### src/rtl/mdu_hilo_if.sv
// Request/result bundle between the core's EX stage and the HI/LO multiply/divide unit.
// The core drives the request side; the unit drives status and the HI/LO contents.
interface mdu_hilo_if #(
   parameter int WIDTH = 32
);
   logic             start;
   logic [2:0]       op;
   logic [WIDTH-1:0] op_a;
   logic [WIDTH-1:0] op_b;
   logic             flush;
   logic             busy;
   logic             done;
   logic             div_by_zero;
   logic [WIDTH-1:0] hi;
   logic [WIDTH-1:0] lo;

   modport master (
      output start, op, op_a, op_b, flush,
      input  busy, done, div_by_zero, hi, lo
   );

   modport slave (
      input  start, op, op_a, op_b, flush,
      output busy, done, div_by_zero, hi, lo
   );
endinterface

### src/rtl/mdu_hilo.sv
// Multi-cycle multiply/divide unit owning the HI/LO pair: shift-add multiply, restoring divide.
// Define MDU_FAST_MUL_EN to replace the iterative multiply with a single-cycle array multiply.
module mdu_hilo #(
   parameter int WIDTH = 32,
   parameter int CNT_W = $clog2(WIDTH + 1)
) (
   input  logic      clk,
   input  logic      rst,
   mdu_hilo_if.slave bus
);
   typedef enum logic [1:0] {IDLE, MUL, DIV, FIX} state_t;

   localparam logic [2:0] OP_MULT  = 3'b000;
   localparam logic [2:0] OP_MULTU = 3'b001;
   localparam logic [2:0] OP_DIV   = 3'b010;
   localparam logic [2:0] OP_DIVU  = 3'b011;
   localparam logic [2:0] OP_MTHI  = 3'b100;
   localparam logic [2:0] OP_MTLO  = 3'b101;

   state_t               state_q, state_d;
   logic [CNT_W-1:0]     cnt_q, cnt_d;
   logic [2*WIDTH-1:0]   acc_q, acc_d;
   logic [WIDTH-1:0]     opnd_q, opnd_d;
   logic [WIDTH-1:0]     rem_q, rem_d;
   logic                 is_div_q, is_div_d;
   logic                 dz_q, dz_d;
   logic                 neg_res_q, neg_res_d;
   logic                 neg_rem_q, neg_rem_d;
   logic [WIDTH-1:0]     hi_q, hi_d;
   logic [WIDTH-1:0]     lo_q, lo_d;
   logic                 done_q, done_d;
   logic                 dbz_q, dbz_d;

   logic                 is_signed, sign_a, sign_b;
   logic [WIDTH-1:0]     mag_a, mag_b;
   logic [WIDTH:0]       mul_sum, div_shift, div_diff;
   logic                 last_iter;
   logic [2*WIDTH-1:0]   prod_signed;
   logic [WIDTH-1:0]     quo_signed, rem_signed;

   // op[0] distinguishes the unsigned variants of MULT/DIV
   assign is_signed = ~bus.op[0];
   assign sign_a    = is_signed & bus.op_a[WIDTH-1];
   assign sign_b    = is_signed & bus.op_b[WIDTH-1];
   assign mag_a     = sign_a ? -bus.op_a : bus.op_a;
   assign mag_b     = sign_b ? -bus.op_b : bus.op_b;

   assign mul_sum   = {1'b0, acc_q[2*WIDTH-1:WIDTH]}
                    + {1'b0, (acc_q[0] ? opnd_q : {WIDTH{1'b0}})};
   assign div_shift = {rem_q, acc_q[WIDTH-1]};
   assign div_diff  = div_shift - {1'b0, opnd_q};
   assign last_iter = (cnt_q == CNT_W'(WIDTH - 1));

   assign prod_signed = neg_res_q ? -acc_q : acc_q;
   assign quo_signed  = neg_res_q ? -acc_q[WIDTH-1:0] : acc_q[WIDTH-1:0];
   assign rem_signed  = neg_rem_q ? -rem_q : rem_q;

`ifdef MDU_FAST_MUL_EN
   logic [2*WIDTH-1:0] fast_prod;
   assign fast_prod = {{WIDTH{1'b0}}, mag_a} * {{WIDTH{1'b0}}, mag_b};
`endif

   always_comb begin
      state_d   = state_q;
      cnt_d     = cnt_q;
      acc_d     = acc_q;
      opnd_d    = opnd_q;
      rem_d     = rem_q;
      is_div_d  = is_div_q;
      dz_d      = dz_q;
      neg_res_d = neg_res_q;
      neg_rem_d = neg_rem_q;
      hi_d      = hi_q;
      lo_d      = lo_q;
      done_d    = 1'b0;
      dbz_d     = 1'b0;

      case (state_q)
         IDLE: begin
            if (bus.start && !bus.flush) begin
               case (bus.op)
                  OP_MTHI: hi_d = bus.op_a;
                  OP_MTLO: lo_d = bus.op_a;
                  OP_MULT, OP_MULTU: begin
                     neg_res_d = sign_a ^ sign_b;
                     neg_rem_d = sign_a;
                     is_div_d  = 1'b0;
                     dz_d      = 1'b0;
                     cnt_d     = '0;
                     rem_d     = '0;
                     opnd_d    = mag_a;
`ifdef MDU_FAST_MUL_EN
                     acc_d     = fast_prod;
                     state_d   = FIX;
`else
                     acc_d     = {{WIDTH{1'b0}}, mag_b};
                     state_d   = MUL;
`endif
                  end
                  OP_DIV, OP_DIVU: begin
                     neg_res_d = sign_a ^ sign_b;
                     neg_rem_d = sign_a;
                     is_div_d  = 1'b1;
                     dz_d      = (bus.op_b == '0);
                     cnt_d     = '0;
                     rem_d     = '0;
                     opnd_d    = mag_b;
                     acc_d     = {{WIDTH{1'b0}}, mag_a};
                     state_d   = (bus.op_b == '0) ? FIX : DIV;
                  end
                  default: ;
               endcase
            end
         end
         MUL: begin
            acc_d = {mul_sum, acc_q[WIDTH-1:1]};
            cnt_d = cnt_q + CNT_W'(1);
            if (last_iter) state_d = FIX;
         end
         DIV: begin
            // Restore by keeping the shifted value when the trial subtract goes negative
            rem_d = div_diff[WIDTH] ? div_shift[WIDTH-1:0] : div_diff[WIDTH-1:0];
            acc_d = {acc_q[2*WIDTH-1:WIDTH], acc_q[WIDTH-2:0], ~div_diff[WIDTH]};
            cnt_d = cnt_q + CNT_W'(1);
            if (last_iter) state_d = FIX;
         end
         FIX: begin
            state_d = IDLE;
            done_d  = 1'b1;
            dbz_d   = dz_q;
            if (!dz_q) begin
               if (is_div_q) begin
                  lo_d = quo_signed;
                  hi_d = rem_signed;
               end else begin
                  hi_d = prod_signed[2*WIDTH-1:WIDTH];
                  lo_d = prod_signed[WIDTH-1:0];
               end
            end
         end
         default: state_d = IDLE;
      endcase

      if (bus.flush && (state_q != IDLE)) begin
         state_d = IDLE;
         done_d  = 1'b0;
         dbz_d   = 1'b0;
         hi_d    = hi_q;
         lo_d    = lo_q;
      end
   end

   always_ff @(posedge clk or posedge rst) begin
      if (rst) begin
         state_q   <= IDLE;
         cnt_q     <= '0;
         acc_q     <= '0;
         opnd_q    <= '0;
         rem_q     <= '0;
         is_div_q  <= 1'b0;
         dz_q      <= 1'b0;
         neg_res_q <= 1'b0;
         neg_rem_q <= 1'b0;
         hi_q      <= '0;
         lo_q      <= '0;
         done_q    <= 1'b0;
         dbz_q     <= 1'b0;
      end else begin
         state_q   <= state_d;
         cnt_q     <= cnt_d;
         acc_q     <= acc_d;
         opnd_q    <= opnd_d;
         rem_q     <= rem_d;
         is_div_q  <= is_div_d;
         dz_q      <= dz_d;
         neg_res_q <= neg_res_d;
         neg_rem_q <= neg_rem_d;
         hi_q      <= hi_d;
         lo_q      <= lo_d;
         done_q    <= done_d;
         dbz_q     <= dbz_d;
      end
   end

   assign bus.busy        = (state_q != IDLE);
   assign bus.done        = done_q;
   assign bus.div_by_zero = dbz_q;
   assign bus.hi          = hi_q;
   assign bus.lo          = lo_q;
endmodule

### src/flat_wrapper.sv
// flat-port wrapper written by rule: the top's interface ports become plain ports
module mdu_hilo_flat 
#(
   parameter int WIDTH = 32,
   parameter int CNT_W = $clog2(WIDTH + 1)
)
  (clk, rst, bus_start, bus_op, bus_op_a, bus_op_b, bus_flush, bus_busy, bus_done, bus_div_by_zero, bus_hi, bus_lo);
  mdu_hilo_if #(.WIDTH(WIDTH)) bus_i ();
  input  logic clk;
  input  logic rst;
  input wire logic [$bits(bus_i.start)-1:0] bus_start;
  input wire logic [$bits(bus_i.op)-1:0] bus_op;
  input wire logic [$bits(bus_i.op_a)-1:0] bus_op_a;
  input wire logic [$bits(bus_i.op_b)-1:0] bus_op_b;
  input wire logic [$bits(bus_i.flush)-1:0] bus_flush;
  output wire logic [$bits(bus_i.busy)-1:0] bus_busy;
  output wire logic [$bits(bus_i.done)-1:0] bus_done;
  output wire logic [$bits(bus_i.div_by_zero)-1:0] bus_div_by_zero;
  output wire logic [$bits(bus_i.hi)-1:0] bus_hi;
  output wire logic [$bits(bus_i.lo)-1:0] bus_lo;
  assign bus_i.start = bus_start;
  assign bus_i.op = bus_op;
  assign bus_i.op_a = bus_op_a;
  assign bus_i.op_b = bus_op_b;
  assign bus_i.flush = bus_flush;
  assign bus_busy = bus_i.busy;
  assign bus_done = bus_i.done;
  assign bus_div_by_zero = bus_i.div_by_zero;
  assign bus_hi = bus_i.hi;
  assign bus_lo = bus_i.lo;
  mdu_hilo #(.WIDTH(WIDTH), .CNT_W(CNT_W)) u_core (.clk(clk), .rst(rst), .bus(bus_i));
endmodule
### config.mk
export PLATFORM = sky130hd
export DESIGN_NAME = mdu_hilo_flat
export DESIGN_NICKNAME = d
export VERILOG_FILES = /design/src/rtl/mdu_hilo_if.sv /design/src/rtl/mdu_hilo.sv /design/src/flat_wrapper.sv
export SDC_FILE = /design/constraint.sdc
export NUM_CORES = 1
export LEC_CHECK = 0
export CORE_MARGIN = 8
export CORE_UTILIZATION = 54
export CTS_CLUSTER_SIZE = 40
export DETAILED_ROUTE_END_ITERATION = 10
export GPL_TIMING_DRIVEN = 1
export PLACE_DENSITY_LB_ADDON = 0.25
export SLEW_MARGIN = 10
export SYNTH_ARGS = -nofsm -noshare
export SYNTH_HDL_FRONTEND = slang
export SYNTH_SLANG_ARGS = --single-unit
### constraint.sdc
create_clock -name clk -period 6.54 [get_ports clk]
set_input_delay 1.308 -clock clk [delete_from_list [all_inputs] [get_ports clk]]
set_output_delay 1.308 -clock clk [all_outputs]
set_load 0.01 [all_outputs]
After elaboration in Yosys (flattened, before gate mapping):

Cells that the tools add are included.

* $add $sub $neg: 8
* equality and inequality tests: 18
* muxes and demuxes: 39
* bitwise operators: 7
* reductions and logical operators: 26

Operators with widths (count)
* $mux 32: 16
* $pmux 32 s2: 4
* $pmux 64 s3: 1
* $mux 64: 2
* $neg 32->32: 4
* $pmux 64 s2: 1
* $neg 64->64: 1
* $add 32x32->33: 1
* $sub 33x32->33: 1
* $logic_not 32->1: 1
* $reduce_and 3->1: 6
* $mux 6: 2
* $pmux 6 s2: 1
* $reduce_bool 2->1: 6
* $reduce_and 5->1: 2
* $ne 2x2->1 const B: 4
* $add 6x1->6 const B: 1
* $eq 3x2->1 const B: 2
* $eq 3x3->1 const B: 2
* $eq 6x5->1 const B: 1
* $mux 2: 3
* $ne 3x1->1 const B: 2
* $pmux 2 s3: 1
* $reduce_or 2->1: 3
* 19 further kinds: 30

* flip-flop bits (word level): 206
* input port bits: 71
* output and inout bits: 67

Depth between registers and ports, before layout:

Gate-level depths: netlist (run 1).

* depth in word-level cells: 6
* mapped depth: 14
* gate-level depth less buffers: 12

Least setup slack after synthesis (run 1):

No wires, ideal clock.

* path kind: in2reg
* start: in bus_op_b[19]
* end: reg u_core.acc_q[30]
* setup time: 0.125 ns
* arrival: 3.485 ns
* required time: 6.415 ns
* slack: 2.930 ns
* stages: 8
* path buffers: 0
* path through: or4_1 nor4_1 nand4_1 or3_1 o31ai_1 xor2_1 o221ai_1 mux2_2

* cells in the longest elaborated chain, start to end: 5

Ends and longest elaborated chain
* from (decl): line flat_wrapper.sv:14 `input wire logic [$bits(bus_i.op_b)-1:0] bus_op_b;`
* $neg 32->32: line mdu_hilo.sv:46 `assign mag_b = sign_b ? -bus.op_b : bus.op_b;`
* $mux 32: line mdu_hilo.sv:46
* $pmux 64 s2: line mdu_hilo.sv:81 `case (bus.op)`
* $mux 64: line mdu_hilo.sv:80 `if (bus.start && !bus.flush) begin`
* $pmux 64 s3: line mdu_hilo.sv:78 `case (state_q)`
* to (signal assigned): line mdu_hilo.sv:157 `acc_q <= '0;`
* to (signal assigned): line mdu_hilo.sv:171 `acc_q <= acc_d;`
* to (decl): line mdu_hilo.sv:22 `logic [2*WIDTH-1:0] acc_q, acc_d;`

No other way between the ends. The select of a mux whose other input is x is not followed.
A chain may end at the register's enable or synchronous reset.

Worst setup path in the final report (run 1):

* start: reg u_core.acc_q[0]
* end: reg u_core.acc_q[59]

* cells in the longest elaborated chain, start to end: 3

Ends and longest elaborated chain
* $mux 32: line mdu_hilo.sv:49 `+ {1'b0, (acc_q[0] ? opnd_q : {WIDTH{1'b0}})};`
* $add 32x32->33: line mdu_hilo.sv:49
* $pmux 64 s3: line mdu_hilo.sv:78

No other way between the ends.

==> results.tsv, run 1 <==
metric	value	unit
initial antenna violation count	0	
1st-pass router iterations	6	
crit path kind	flip-flop to flip-flop	
r2r startpoint	u_core.acc_q[0]	
cts repair resizes	0	
highest routed metal layer	met4	
vias in the first global route	15264	
HP Class	flip-flop to flip-flop	
Post-Syn Area	16590	sq um
leakage power	7.976	nW
post-synth cell types	80	
maximum VDD drop	297.3	uV
CTS root buffer	clkbuf_16	
clock tree buffer depth	3	
worst min-delay path startpoint	u_core.bus.hi[1]	
Ports	138	
hold depth	2	
Pwr Density	507.9	nW/um^2
Syn Inst Count	2103	
sequential cell area fraction in the yosys report	31.06	%
CTS clk-pin slew, worst paths	0.06	ns
Tot Pwr	9.710	mW
H-Tree Depth	1	
sum of negative setup slack	0	ns
TritonCTS clock tree	built	
Congestion Overflow GR	0	
final worst path period need	4.355	ns
most frequent cells in the layout	nand2_1 (272), o21ai_0 (262), dfrtp_1 (206)	
ys async rst share	100.0	%
worst-path maximum fanout	21	
hold buffers post-CTS	0	
Setup Buffers After CTS	0	
drt total wl	60050	um
# diodes	0	
drt wl/cell	23.39	um
reg2reg setup slack	2.18	ns
maximum clock rate	229.6	MHz
DIE WIDTH	191.3	um
vias per cell	6.503	
worst path required time	6.96	ns
Final period util	66.59	%
P&R area growth vs syn	15.19	%
IO buf count	137	
Seq cells post-synth	206	
CTS buffer count	25	
pin count of the biggest net entering global routing	163	
ANT nets after route	0	
Clock Skew	0.02527	ns
Slew Viols, Final	0	
number of synthesized flops with an enable pin	0	
1st-iter DRT viols	2081	
Yosys Warn Count	0	
Setup crit end kind	flip-flop	
drc violations	0	
Fin. Hold Viols	0	
first-pass GRT wire length	91050	um
Worst R2R Path Depth	13	
Most used DFF post-synth	dfrtp_1	
Synth Net Count	2250	
# rows	64	
initial core utilization	54.54	%
normalized max-slew margin	22.38	%
# clock sinks	206	
met1 wire length	25760	um
crit path DAT	4.77	ns
vias after detailed routing	16694	
Hold EP	u_core.bus.hi[1]	
Setup Viol. Count Final	0	
Worst Tran Pin Value	1.160	ns
crit path launch type	flip-flop	
status	finished clean	
layout net count	2300	
Skew-Pair Late Insertion Delay	0.56	ns
Max Cap Viol	0	
Post-DP HPWL	45890	um
capturing point of the worst reg2reg path	u_core.acc_q[59]	
area of the die	36600	sq um
Met2 Routed Length	25040	um
RSZ-0062 raised after global routing	no	
layout cells sized above 1	4.790	%
wire length on met3	6842	um
most common cell after layout, fill and taps aside	nand2_1	
Core Footprint	30430	sq um
Tot GR Track Use	31.88	%
RePlAce Congestion	1.015	
Vert. Die Dim	191.3	um
Syn Area/Cell	7.891	sq um
==> worst max path at each step <==
| stage | start | end | slack [ns] | cells after the start |
|---|---|---|---|---|
| floorplan | rst | u_core.acc_q[0] | 2.56 | 1 |
| global route | u_core.acc_q[0] | u_core.acc_q[59] | 1.86 | 12 |
| finish | u_core.acc_q[0] | u_core.acc_q[59] | 2.18 | 13 |
| CTS | u_core.acc_q[0] | u_core.acc_q[59] | 2.28 | 12 |
| detailed placement | bus_op_a[2] | u_core.acc_q[25] | 2.09 | 10 |
| global placement | bus_op_a[2] | u_core.acc_q[25] | 2.10 | 10 |
==> layout make-up <==
cell class                 count  area, sq um
fill                        2645        11310
multi-input combinational   1686        10680
sequential                   206         5155
timing repair buffer         156         1521
clock buffer                  29        660.6
tap                          396        495.5
clock inverter                16        309.0
inverter                      78        296.5
==> routing by layer <==
layer | global-route usage (%) | up-vias
met5 | 0 | -
met4 | 12.11 | 0
met3 | 7.041 | 121
met2 | 45.70 | 902
met1 | 46.08 | 7998
li1 | - | 7673
==> sequential cells by signal, indices dropped and copies added (netlist names) <==
register                count
u_core.acc_q               64
u_core.bus.div_by_zero      1
u_core.bus.done             1
u_core.bus.hi              32
u_core.bus.lo              32
u_core.cnt_q                6
u_core.dz_q                 1
u_core.is_div_q             1
u_core.neg_rem_q            1
u_core.neg_res_q            1
u_core.opnd_q              32
u_core.rem_q               32
u_core.state_q              2
==> cell families after synthesis <==
kind of cell / Yosys count / share of synthesized area (%)
xor gates and xnor gates: 199 / 10.55
and+or+nand+nor: 654 / 18.47
muxes: 39 / 2.375
adders and majority gates: 76 / 5.821
buffers and inverters: 211 / 4.848
AOI/OAI and AO/OA: 718 / 26.87
DFF: 206 / 31.06
==> critical path, stage by stage (launching register included) <==
cell,delay (ns)
dfrtp_1,0.46
inv_1,0.54
buf_4,0.30
nor2_1,0.06
ha_1,0.35
and3_1,0.17
a221oi_1,0.36
o21ai_0,0.30
a311oi_1,0.69
o31ai_1,0.23
a21oi_1,0.33
o21ai_0,0.18
xnor2_1,0.14
o21ai_0,0.08
==> report_power, final <==
part	leakage, nW	internal (mW)	switching, mW
clock network	0.472	1.05	0.616
registers	2.65	1.78	0.719
logic	4.86	2.13	3.41
==> synthesized netlist by cell type, drive strengths merged (20+ instances only) <==
cell type	number	area share (%)
nor2b	25	0.94
o211ai	20	0.90
clkbuf	122	2.8
nor4	22	1.0
xor2	105	5.5
dfrtp	206	31
mux2i	36	2.2
a21o	27	1.2
ha	74	5.6
nor3	30	1.0
nand2	273	6.2
nand3	36	1.1
o31ai	43	2.0
nor2	153	3.5
a21oi	172	5.2
xnor2	94	5.0
or3	21	0.79
a31oi	20	0.75
inv	77	1.7
o21ai	272	8.2
==> metrics by stage <==
step	cell area, sq um	std cells	worst slack [ns]	hold slack, ns	util, %
floorplan	16600	2103	2.560	0.4498	-
global placement	18150	2522	2.098	0.4643	59.63
detailed placement	18150	2522	2.089	0.4702	59.63
CTS	19120	2567	2.281	0.4839	62.82
global route	19120	2567	1.859	0.4922	62.82
finish	19120	2567	2.185	0.4780	62.82
No activity file was read; power rests on OpenSTA's default activity.
==> run 2, diff against run 1 <==
==> constraint.sdc (replaced) <==
create_clock -name clk -period 3.9 [get_ports clk]
set_input_delay 0.78 -clock clk [delete_from_list [all_inputs] [get_ports clk]]
set_output_delay 0.78 -clock clk [all_outputs]
set_load 0.01 [all_outputs]
==> results.tsv, run 2 (synthesis results as in run 1) <==
metric	value	unit	change
status	finished clean		
worst path required time	4.36	ns	-2.60 ns
pin count of the biggest net entering global routing	80		-51%
leakage power	8.264	nW	+3.6%
RSZ-0062 raised after global routing	no		
Vert. Die Dim	191.3	um	unchanged
cell mode on critical path	a21oi_1		
first-pass GRT wire length	92030	um	+1.1%
post-place setup slack	0.1012	ns	-1.988 ns
P_sw	7.988	mW	+68%
Skew-Pair Late Insertion Delay	0.55	ns	about the same
Tot GR Track Use	32.12	%	+0.23 points
Slew Viols, Final	0		unchanged
Clock Skew	0.01658	ns	-0.008696 ns
cts repair resizes	0		unchanged
RePlAce Congestion	1.027		+1.2%
layout net count	2365		+2.8%
CP top delay family	simple AND/OR/NAND/NOR gates		
1st-iter DRT viols	2212		+6.3%
Final period util	98.68	%	+32 points
Ports	138		unchanged
Int Pwr	8.356	mW	+68%
HP Class	flip-flop to flip-flop		
sum of negative setup slack	0	ns	unchanged
Slowest-stage cell, CP	or3b_2		
drt total wl	60560	um	+0.84%
CTS clk-pin slew, worst paths	0.06	ns	about the same
Setup Viol. Count Final	0		unchanged
P&R area growth vs syn	17.93	%	
TritonCTS clock tree	built		
sw frac	48.87	%	about the same
most common cell after layout, fill and taps aside	nand2_1		
r2r startpoint	u_core.acc_q[0]		
Clk pwr share	15.5	%	-1.6 points
vias in the first global route	15769		+3.3%
maximum VDD drop	421.6	uV	+42%
most frequent cells in the layout	nand2_1 (272), o21ai_0 (262), dfrtp_1 (206)		
Core Footprint	30430	sq um	unchanged
CP peak stage delay	0.54	ns	-0.15 ns
max reg flops	64		unchanged
# rows	64		unchanged
crit path DAT	4.31	ns	-0.46 ns
CTS buffer count	26		+4.0%
layout cells sized above 1	7.465	%	+2.7 points
worst min-delay path startpoint	u_core.bus.hi[10]		
Pwr Density	835.2	nW/um^2	+64%
vias after detailed routing	17027		+2.0%
H-Tree Depth	1		unchanged
crit path kind	flip-flop to flip-flop		
hold buffers post-CTS	0		unchanged
met2 global-route usage	45.32	%	-0.38 points
Reg with most FFs	u_core.acc_q		
vias per cell	6.464		-0.60%
Critical path origin	u_core.acc_q[0]		
crit path launch type	flip-flop		
critical path cell sequence	inv_1 > ha_1 > or3b_2 > or3_1 > nor4_2 > buf_4 > a31oi_1 > a21oi_1 > xor2_1 > mux2i_1 > a21oi_1 > o21ai_0		
ANT nets after route	0		unchanged
Flop pwr share	25.0	%	-0.8 points
Hold Slack	0.4758	ns	-0.002150 ns
met3 Usage GRT	7.114	%	+0.073 points
initial core utilization	54.54	%	unchanged
maximum clock rate	259.9	MHz	+13%
Fin. Hold Viols	0		unchanged
Setup Buffers After CTS	0		unchanged
final core utilization	64.31	%	+1.5 points
Gate power share	59.5	%	+2.4 points
worst-path maximum fanout	7		-67%
critical path buffer and inverter count	2		unchanged
CTS root buffer	clkbuf_16		
Setup crit end kind	flip-flop		
Max Cap Viol	0		unchanged
area of the die	36600	sq um	unchanged
Congestion Overflow GR	0		unchanged
final worst path period need	3.848	ns	-0.5069 ns
IO buf count	137		unchanged
DIE WIDTH	191.3	um	unchanged
most used routing layer	met1		
drt wl/cell	22.99	um	-1.7%
# clock sinks	206		unchanged
Post-DP HPWL	47190	um	+2.8%
fin worst setup slack	0.05165	ns	-2.133 ns
drc violations	0		unchanged
met1 Track Usage GR	46.23	%	+0.15 points
Worst Tran Pin Value	0.9844	ns	-0.1756 ns
normalized max-slew margin	34.37	%	+12 points
initial antenna violation count	1		+1
1st-pass router iterations	8		+2
clock tree buffer depth	3		unchanged
run 2: through the flow:
stage	area, sq um	total power [mW]	std cells
floorplan	16600	10.06	2103
global placement	18680	13.27	2586
detailed placement	18680	13.50	2586
CTS	19570	16.07	2633
global route	19570	17.36	2634
finish	19570	16.34	2634
run 2: path summary, 6_finish.rpt:
kind | endpoint | slack, ns | cells past startpoint
max reg2reg | u_core.bus.hi[12] | 0.05 | 12
min | u_core.bus.hi[10] | 0.48 | 2
max in group asynchronous | u_core.rem_q[15] | 2.47 | 3
min reg2reg | u_core.bus.hi[10] | 0.48 | 2
max | u_core.bus.hi[12] | 0.05 | 12
min in group asynchronous | u_core.bus.hi[12] | 0.61 | 2
run 2: metal layers:
metal / up-vias / wire, um / part of all wire, %
met5: - / 0 / 0
met4: 0 / 3009 / 5.0
met3: 148 / 7264 / 12
met2: 971 / 24790 / 41
met1: 8112 / 25500 / 42
li1: 7796 / - / -
run 2: cell type report:
| cell class | instances | area, sq um |
|---|---|---|
| diodes | 1 | 2.502 |
| clock inverters | 11 | 141.4 |
| clock buffers | 36 | 749.5 |
| inverters | 78 | 296.5 |
| well taps | 396 | 495.5 |
| multi-input cells | 1686 | 10680 |
| fillers | 2616 | 10860 |
| flip-flops and latches | 206 | 5155 |
| repair buffers | 220 | 2052 |
run 2: power groups by stage:
stage                     Clock [mW]  Combinational, mW  Sequential, mW
after detailed placement           0               9.43            4.07
after CTS                       2.54               9.49            4.04
after floorplan                    0               6.30            3.76
after global placement             0               9.25            4.03
after global routing            2.64               10.5            4.17
final                           2.54               9.72            4.09
run 2: tightest hold or removal path: stages (launching register included):
cell and delay (ns):
dfrtp_1 0.34, nand2_1 0.04, o21ai_0 0.06
